File: config.mk
export PLATFORM = sky130hd
export DESIGN_NAME = booth_r4_flat
export DESIGN_NICKNAME = d
export VERILOG_FILES = /design/src/rtl/booth_r4_if.sv /design/src/rtl/booth_r4.sv /design/src/flat_wrapper.sv
export SDC_FILE = /design/constraint.sdc
export NUM_CORES = 1
export LEC_CHECK = 0
export ABC_AREA = 1
export BUFFER_PORTS_ARGS = -buffer_cell sky130_fd_sc_hd__buf_2
export CAP_MARGIN = 20
export CELL_PAD_IN_SITES_DETAIL_PLACEMENT = 0
export CELL_PAD_IN_SITES_GLOBAL_PLACEMENT = 1
export CORE_MARGIN = 2
export CORE_UTILIZATION = 44
export CTS_CLUSTER_SIZE = 14
export DETAILED_ROUTE_END_ITERATION = 8
export GPL_ROUTABILITY_DRIVEN = 0
export PLACE_DENSITY_LB_ADDON = 0.05
export SETUP_SLACK_MARGIN = 0.1
export SYNTH_ARGS = -nofsm -noshare
export SYNTH_HDL_FRONTEND = slang
export SYNTH_SLANG_ARGS = --single-unit
File: constraint.sdc
create_clock -name clk -period 6.69 [get_ports clk]
set_clock_uncertainty 0.15 [all_clocks]
set_input_delay 1.0035 -clock clk [delete_from_list [all_inputs] [get_ports clk]]
set_output_delay 1.0035 -clock clk [all_outputs]
set_load 0.02 [all_outputs]
File: src/rtl/booth_r4_if.sv
// Request/response bundle for the radix-4 Booth multiplier.
interface booth_r4_if #(
  parameter int M = 8,
  parameter int N = 8
);
  logic             start_calc;
  logic             signed_mode;
  logic [M-1:0]     m;
  logic [N-1:0]     n;
  logic [M+N-1:0]   result;
  logic             end_sig;
  logic             busy;

  modport master (
    output start_calc, signed_mode, m, n,
    input  result, end_sig, busy
  );

  modport slave (
    input  start_calc, signed_mode, m, n,
    output result, end_sig, busy
  );
endinterface

File: src/rtl/booth_r4.sv
// Radix-4 (modified Booth) sequential multiplier: two multiplier bits per
// clock, signed or unsigned operands chosen per operation.
module booth_r4 #(
  parameter int M = 8,
  parameter int N = 8
) (
  input  logic       clk,
  input  logic       reset,
  booth_r4_if.slave  bus
);
  // Multiplier is extended to an even width so every digit has a full pair,
  // and with at least one extra bit so unsigned operands read as positive.
  localparam int NE = (N % 2 == 0) ? N + 2 : N + 1;
  localparam int K  = NE / 2;
  localparam int CW = $clog2(K);

  typedef enum logic {IDLE, CALC} state_t;

  state_t           state, state_nx;
  logic [M+1:0]     mx, a, a_nx;
  logic [NE-1:0]    q, q_nx;
  logic             q_m1;
  logic [CW-1:0]    cnt;
  logic [M+2:0]     addend, sum;
  logic [M+N-1:0]   result;
  logic             end_sig;
  logic [M+NE+1:0]  prod;
  logic             ext_m, ext_n;
  logic             accept;

  assign accept = (state == IDLE) && bus.start_calc;
  assign ext_m  = bus.signed_mode & bus.m[M-1];
  assign ext_n  = bus.signed_mode & bus.n[N-1];

  // State register.
  always_ff @(posedge clk) begin
    if (reset) state <= IDLE;
    else       state <= state_nx;
  end

  // Next state: one accept in IDLE, K iterations in CALC.
  always_comb begin
    state_nx = state;
    case (state)
      IDLE:    if (bus.start_calc) state_nx = CALC;
      CALC:    if (cnt == '0)      state_nx = IDLE;
      default: state_nx = IDLE;
    endcase
  end

  // Booth digit recode, add in M+3 bits, then arithmetic shift by two.
  always_comb begin
    addend = '0;
    case ({q[1:0], q_m1})
      3'b001, 3'b010: addend = {mx[M+1], mx};
      3'b011:         addend = {mx, 1'b0};
      3'b100:         addend = -{mx, 1'b0};
      3'b101, 3'b110: addend = -{mx[M+1], mx};
      default:        addend = '0;
    endcase
    sum  = {a[M+1], a} + addend;
    a_nx = {sum[M+2], sum[M+2:2]};
    q_nx = {sum[1:0], q[NE-1:2]};
  end

  // Low M+N bits are the product; the rest is sign extension only.
  assign prod = {a_nx, q_nx};
  logic unused_hi;
  assign unused_hi = ^prod[M+NE+1:M+N];

  // Datapath: operand latch on accept, iterate in CALC, publish on the last.
  always_ff @(posedge clk) begin
    if (reset) begin
      mx      <= '0;
      a       <= '0;
      q       <= '0;
      q_m1    <= 1'b0;
      cnt     <= '0;
      result  <= '0;
      end_sig <= 1'b0;
    end else begin
      end_sig <= 1'b0;
      if (accept) begin
        mx   <= {{2{ext_m}}, bus.m};
        q    <= {{(NE-N){ext_n}}, bus.n};
        q_m1 <= 1'b0;
        a    <= '0;
        cnt  <= CW'(K - 1);
      end else if (state == CALC) begin
        a    <= a_nx;
        q    <= q_nx;
        q_m1 <= q[1];
        cnt  <= cnt - 1'b1;
        if (cnt == '0) begin
          result  <= prod[M+N-1:0];
          end_sig <= 1'b1;
        end
      end
    end
  end

  assign bus.result  = result;
  assign bus.end_sig = end_sig;
  assign bus.busy    = (state == CALC);
endmodule
File: src/flat_wrapper.sv
// flat-port wrapper written by rule: the top's interface ports become plain ports
module booth_r4_flat 
#(
  parameter int M = 8,
  parameter int N = 8
)
  (clk, reset, bus_start_calc, bus_signed_mode, bus_m, bus_n, bus_result, bus_end_sig, bus_busy);
  booth_r4_if #(.M(M), .N(N)) bus_i ();
  input  logic clk;
  input  logic reset;
  input wire logic [$bits(bus_i.start_calc)-1:0] bus_start_calc;
  input wire logic [$bits(bus_i.signed_mode)-1:0] bus_signed_mode;
  input wire logic [$bits(bus_i.m)-1:0] bus_m;
  input wire logic [$bits(bus_i.n)-1:0] bus_n;
  output wire logic [$bits(bus_i.result)-1:0] bus_result;
  output wire logic [$bits(bus_i.end_sig)-1:0] bus_end_sig;
  output wire logic [$bits(bus_i.busy)-1:0] bus_busy;
  assign bus_i.start_calc = bus_start_calc;
  assign bus_i.signed_mode = bus_signed_mode;
  assign bus_i.m = bus_m;
  assign bus_i.n = bus_n;
  assign bus_result = bus_i.result;
  assign bus_end_sig = bus_i.end_sig;
  assign bus_busy = bus_i.busy;
  booth_r4 #(.M(M), .N(N)) u_core (.clk(clk), .reset(reset), .bus(bus_i));
endmodule
==> impl_metrics.py, run 1 <==
metrics = {
    "timing": {
        "fin_ws_ps": 3800,
        "slew_viol_final": 0,
        "layout_min_cycle_time_ps": 2890,
        "fin_tns_setup_ps": 0,
        "worstMarginPinSlew_ps": 806,
        "timing.final.crit_share_pct": 43.2,
        "rsz0062_at_grt": "no",
        "maxSlewHeadroom_pct": 46.1,
        "setup_viol": 0,
        "timing.hold.ws_ps": 323,
        "fmax_ghz": 0.346,
        "hold_viol_final": 0,
    },
    "floorplanning": {
        "die_x_um": 84.2,
        "floorplan.initialDensity_pct": 45.1,
        "core_sq_um": 6280,
        "rows": 29,
        "ioPinCount": 38,
        "dieArea_sq_um": 7090,
        "die_h_um": 84.2,
    },
    "setup_path": {
        "critPathLaunchType": "flop",
        "crit_path_end_kind": "flop",
        "cp.required_ps": 6740,
        "critPathKind": "reg2reg",
        "arrival_ps": 2950,
        "critPathMaxFanout": 6,
    },
    "routing": {
        "antenna_left": 0,
        "totalWireLength_um": 6950,
        "wl_met1_um": 3420,
        "avgViaCountPerCell": 5.04,
        "top_layer": "met4",
        "drc_errors": 0,
        "vias": 2624,
        "wire_per_inst_um": 13.3,
        "wl_met3_um": 203,
        "first_pass_iters": 4,
        "drtIter0Drc": 139,
        "wl_met2_um": 3220,
    },
    "clock_tree": {
        "cts_buffers": 5,
        "cts_resized": 0,
        "clk_pin_slew_ps": 100,
        "post_cts_buffers": 0,
        "clock-sinks": 50,
        "ctsHoldBuffers": 0,
        "htreeDepth": 2,
        "cts_tree": "done",
        "root_buffer": "clkbuf_8",
        "clock_path_buffers": 2,
        "clk_latency_ps": 300,
    },
    "grt": {
        "grt_first_pass_wirelength_um": 11500,
        "grt_max_degree": 34,
        "first_global_vias": 2423,
        "grt_usage_pct": 20.0,
        "antenna_found_initial": 0,
        "gr-total-overflow": 0,
    },
    "job": {
        "drv_cap": 0,
    },
    "final_layout": {
        "final_util_pct": 50.5,
        "areaGrowthSynthToFinish_pct": 12.1,
        "finalNetCount": 477,
        "drive_gt1_share_pct": 13.3,
        "final_cell_mix": "nand2_1 (91), inv_1 (65), dfxtp_1 (50), nor2_1 (37), buf_2 (37)",
        "n_antenna_cell": 0,
        "final_common_cell": "nand2_1",
        "finish.instance_area_sq_um": 3170,
    },
    "place": {
        "place_area_sq_um": 3080,
        "portBuffers": 37,
        "dp_hpwl_um": 5240,
        "post-place-ws_ps": 3830,
    },
    "power_and_ir_drop": {
        "vdd_ir_drop_max_mv": 0.163,
        "power.density_nw_per_um2": 211,
        "cellLeakagePower_nw": 1.56,
    },
    "logic_synthesis": {
        "avgSynthCellArea_sq_um": 6.95,
        "synth-seq-cells": 50,
        "ys_seq_area_share_pct": 35.4,
        "yosysTopAreaCell": "dfxtp_1",
        "synth_nets": 441,
        "syn_area_sq_um": 2830,
        "yosys-top-cells-area": "dfxtp_1 (35%), nand2_1 (12%), inv_1 (8.6%)",
        "synth_cell_types": 34,
        "synth_warnings": 0,
        "syn_inst": 407,
        "synth_top_area_share_pct": 35.4,
    },
    "hold_path": {
        "hp-class": "reg2reg",
    },
    "run_status": {
        "status": "finished clean",
    },
}
==> worst paths after layout <==
path	start	to	slack [ps]	depth (start not counted)
worst min-delay path	u_core.bus.result[7]	u_core.bus.result[7]	320	2
worst max register to register	u_core.mx[1]	u_core.a[7]	3800	17
worst min register to register	u_core.bus.result[7]	u_core.bus.result[7]	320	2
worst max-delay path	u_core.mx[1]	u_core.a[7]	3800	17
==> synthesized netlist by cell type (all sizes together) <==
cell	count
xnor2	3
ha	13
and2	1
o211ai	5
nand4	3
o221ai	7
o21ai	31
fa	1
o21bai	2
a22oi	1
o22ai	4
a21o	1
nand2	93
a21oi	23
nor2	40
dfxtp	50
nor3	2
inv	67
xor2	8
clkbuf	5
buf	5
o21a	1
nand3	38
o2111ai	3
==> area by class of cell <==
cell class	instances	area (sq um)
Sequential cell	50	1000
Multi-Input combinational cell	280	1530
Clock inverter	2	12.5
Tap cell	77	96.3
Inverter	67	251
Timing Repair Buffer	39	200
Clock buffer	6	82.6
Fill cell	675	3110
==> flip-flops by register name (all words and copies together) (netlist names) <==
name,flops
u_core.cnt,3
u_core.mx,9
u_core.q,10
u_core.bus.end_sig,1
u_core.a,9
u_core.bus.busy,1
u_core.q_m1,1
u_core.bus.result,16
==> power breakdown <==
| group | switching, W | total (W) | internal [W] |
|---|---|---|---|
| Clock | 0.000104 | 0.000187 | 0.0000834 |
| Combinational | 0.000104 | 0.000155 | 0.0000519 |
| Sequential | 0.0000119 | 0.000327 | 0.000315 |
==> cells by family (layout without fill, tap and decap cells) <==
group	after synthesis	count (layout)	synth area share [%]
XOR/XNOR	11	11	3.41
adder cells (fa/ha/maj)	14	14	6.46
AND/OR/NAND/NOR	177	177	27.5
buffers and inverters	77	114	10.7
AO/OA/AOI/OAI	78	78	16.6
flip-flops	50	50	35.4
==> stage by stage <==
step | cells | total power [W]
after floorplan | 407 | 0.000448
after global placement | 513 | 0.000490
after detailed placement | 513 | 0.000489
after CTS | 521 | 0.000677
after global routing | 521 | 0.000710
final | 521 | 0.000670
==> worst max-delay path, cell delays in order, from the launching register on <==
cell     delay, ps
dfxtp_1        310
inv_1          140
ha_1           260
nand2_4         90
nor2_8         100
xor2_1         160
inv_1           70
a21oi_1        140
o21ai_0        100
ha_1           340
a21oi_1        290
o21ai_0        140
nand2_1         80
nand4_1        100
nand2_1         80
nand2_1         40
o21ai_0        150
inv_1           50
==> layer usage <==
metal,track usage [%],vias to the layer above
li1,-,1388
met1,28.1,1184
met2,31.6,46
met3,3.44,6
met4,6.01,0
met5,0,-
No activity file was read; power rests on OpenSTA's default activity.
==> run 2, diff against run 1 <==
Settings changed: ABC_AREA 1 to 0, CORE_UTILIZATION 44 to 43.
Clock period 6.69 ns to 3 ns, I/O delays scaled along.
==> run 2 against run 1 <==
Against the previous run:
- the run now ends with setup timing left
- wire length rose by 9.1%
- first-iteration DRC count decreased by 19%
- core utilization increased by 9.3 points
- fmax decreased by 9.0%
- sequential cell count unchanged
- critical path depth shrank 3
- combinational power increased to 3.1 times the previous value
- clock power rose to 2.5 times the previous value
- non-clock buffer count increased by 51
- global-route usage rose by 1.3 points
- worst setup slack worse by 4000 ps
- worst hold slack lost 100 ps
- critical path type unchanged
- critical endpoint is now u_core.a[8]
==> impl_metrics.py, run 2 <==
metrics = {
    "logic_synthesis": {
        "ys_seq_area_share_pct": 34.8,
        "synth-seq-cells": 50,
        "synth-xor-area-share_pct": 5.48,
        "synth_compound_area_share_pct": 23.5,
        "synth_ff_type": "dfxtp_1",
        "synthTopCellsByCount": "dfxtp_1 (50), nand2_1 (40), nor2_1 (40)",
        "syn_inst": 356,
        "synth_fa_ha_area_share_pct": 6.35,
        "synth_cell_types": 45,
        "synth_top_family_by_area": "compound AO/OA/AOI/OAI gates",
        "synth-simple-area-share_pct": 19.0,
        "yosysTopAreaCell": "dfxtp_1",
        "postSynth.asyncResetShare_pct": 0,
        "avgSynthCellArea_sq_um": 8.08,
        "syn_area_sq_um": 2880,
        "synth.most_common_cell": "dfxtp_1",
        "yosys-top-cells-area": "dfxtp_1 (35%), a21oi_1 (5.9%), mux2i_1 (5.9%)",
        "synth_mux_area_share_pct": 5.92,
        "synth_nets": 390,
        "synth-edff-count": 0,
        "synth_warnings": 0,
        "synth_top_area_share_pct": 34.8,
    },
    "grt": {
        "grt_usage_pct": 21.3,
        "grt_first_pass_wirelength_um": 12600,
        "antenna_found_initial": 0,
        "grt_max_degree": 26,
        "first_global_vias": 2639,
        "gr-total-overflow": 0,
    },
    "floorplanning": {
        "rows": 29,
        "die_h_um": 85.8,
        "floorplan.initialDensity_pct": 44.8,
        "core_sq_um": 6420,
        "dieArea_sq_um": 7360,
        "die_x_um": 85.8,
        "ioPinCount": 38,
    },
    "timing": {
        "fin_ws_ps": -180,
        "timing.final.crit_share_pct": 106,
        "setup_viol": 1,
        "rsz0062_at_grt": "yes",
        "hold_viol_final": 0,
        "fin_tns_setup_ps": -180,
        "maxSlewHeadroom_pct": 69.2,
        "fmax_ghz": 0.314,
        "slew_viol_final": 0,
        "worstMarginPinSlew_ps": 461,
        "layout_min_cycle_time_ps": 3180,
    },
    "place": {
        "portBuffers": 37,
        "dp_cells": 488,
        "dp_hpwl_um": 5460,
    },
    "setup_path": {
        "arrival_ps": 3270,
        "critPathLaunchType": "flop",
        "cp.required_ps": 3090,
        "critPathKind": "reg2reg",
        "crit_path_end_kind": "flop",
        "critPathMaxFanout": 3,
    },
    "clock_tree": {
        "cts_tree": "done",
        "clk_pin_slew_ps": 90,
        "htreeDepth": 2,
        "root_buffer": "clkbuf_8",
        "ctsHoldBuffers": 0,
        "clk_latency_ps": 300,
        "clock_path_buffers": 2,
        "cts_buffers": 5,
        "clock-sinks": 50,
    },
    "final_layout": {
        "final_cell_mix": "buf_4 (47), dfxtp_1 (47), nor2_1 (37), nand2_1 (37), buf_2 (37)",
        "regMostFlops": "u_core.bus.result",
        "largest_reg_flops": 16,
        "final_util_pct": 59.8,
        "fillCellCount": 599,
        "finalNetCount": 460,
        "largestRegisters": "u_core.bus.result (16), u_core.q (10)",
        "areaGrowthSynthToFinish_pct": 33.6,
        "final_cells": 503,
        "n_antenna_cell": 0,
        "drive_gt1_share_pct": 33.8,
    },
    "routing": {
        "first_pass_iters": 6,
        "vias": 2699,
        "antenna_left": 0,
        "wire_per_inst_um": 15.1,
        "drtIter0Drc": 112,
        "avgViaCountPerCell": 5.37,
        "totalWireLength_um": 7580,
        "drc_errors": 0,
    },
    "power_and_ir_drop": {
        "power.density_nw_per_um2": 440,
        "vdd_ir_drop_max_mv": 0.282,
        "cellLeakagePower_nw": 1.64,
    },
    "run_status": {
        "violations": "setup timing",
        "status": "finished with violations",
    },
    "job": {
        "drv_cap": 0,
    },
    "hold_path": {
        "hp-class": "in2reg",
    },
}
-- run 2: cell types whose count changed after synthesis, moves of 11 or more --
cell	delta
xnor2_1	+15
nand3_1	-29
a21oi_1	+11
mux2i_1	+17
clkbuf_1	+15
nand2_1	-51
inv_1	-56
a211oi_1	+11
a22o_1	+14
-- run 2: per-stage QoR --
step / hold slack (ps) / power [W] / instance area, sq um / setup WS [ps]
6_report: 222 / 0.00169 / 3840 / -180
5_1_grt: 227 / 0.00179 / 3840 / -339
4_1_cts: 211 / 0.00166 / 3680 / -199
3_5_place_dp: 296 / 0.00116 / 3420 / -260
3_3_place_gp: 282 / 0.00115 / 3420 / -184
2_1_floorplan: 286 / 0.00100 / 2900 / -192
-- run 2: worst paths after layout --
kind | from | endpoint | slack (ps) | depth (start not counted)
setup / recovery | u_core.mx[1] | u_core.a[8] | -180 | 14
hold / removal | bus_m[3] | u_core.mx[3] | 220 | 3
setup reg to reg | u_core.mx[1] | u_core.a[8] | -180 | 14
hold reg to reg | u_core.bus.result[15] | u_core.bus.result[15] | 310 | 2
-- run 2: what timing repair did --
action	in CTS	in global routing
setup buffers	6	3
pin swaps	19	17
gates cloned	0	0
endpoints found under the setup margin	9	10
resized for setup	24	28
-- run 2: worst max-delay path, cell delays in order, from the launching register on --
cell      delay (ps)
dfxtp_4          360
inv_2             60
ha_4             120
or4b_4           480
o21ai_2          170
xnor2_2           90
a221oi_2         260
a31oi_1           70
ha_2             280
a21o_1           170
a21oi_2          130
o211ai_1         120
and4_1           200
or3_1            360
a21oi_2          110
-- run 2: final cells by class --
class                      instances  area, sq um  share of cell area, %
sequential                        50         1010                   26.2
clock inverter                     2         38.8                   1.01
inverter                           9         33.8                  0.879
timing repair buffer              90          614                   16.0
multi-input combinational        270         1980                   51.6
clock buffer                       5         68.8                   1.79
tap                               77         96.3                   2.51
-- run 2: per-layer routing --
metal | vias up | track usage [%] | part of all wire (%) | wire [um]
met2 | 57 | 32.9 | 46 | 3520
met1 | 1249 | 30.5 | 48 | 3660
met5 | - | 0 | 0 | 0
met3 | 4 | 3.08 | 4.4 | 333
li1 | 1389 | - | - | -
met4 | 0 | 6.93 | 0.75 | 57
-- run 2: cells by family (layout without fill, tap and decap cells) --
group | after synthesis | count (layout)
AOI/OAI and AO/OA | 103 | 103
xor gates and xnor gates | 18 | 18
adders and majority gates | 14 | 14
buffers and inverters | 36 | 106
DFF | 50 | 50
muxes | 17 | 17
and+or+nand+nor | 118 | 118
-- run 2: power breakdown --
group          leakage, nW  switching, W  internal, W
sequential           0.409     0.0000385     0.000698
combinational         1.18      0.000248     0.000236
clock               0.0542      0.000226     0.000246
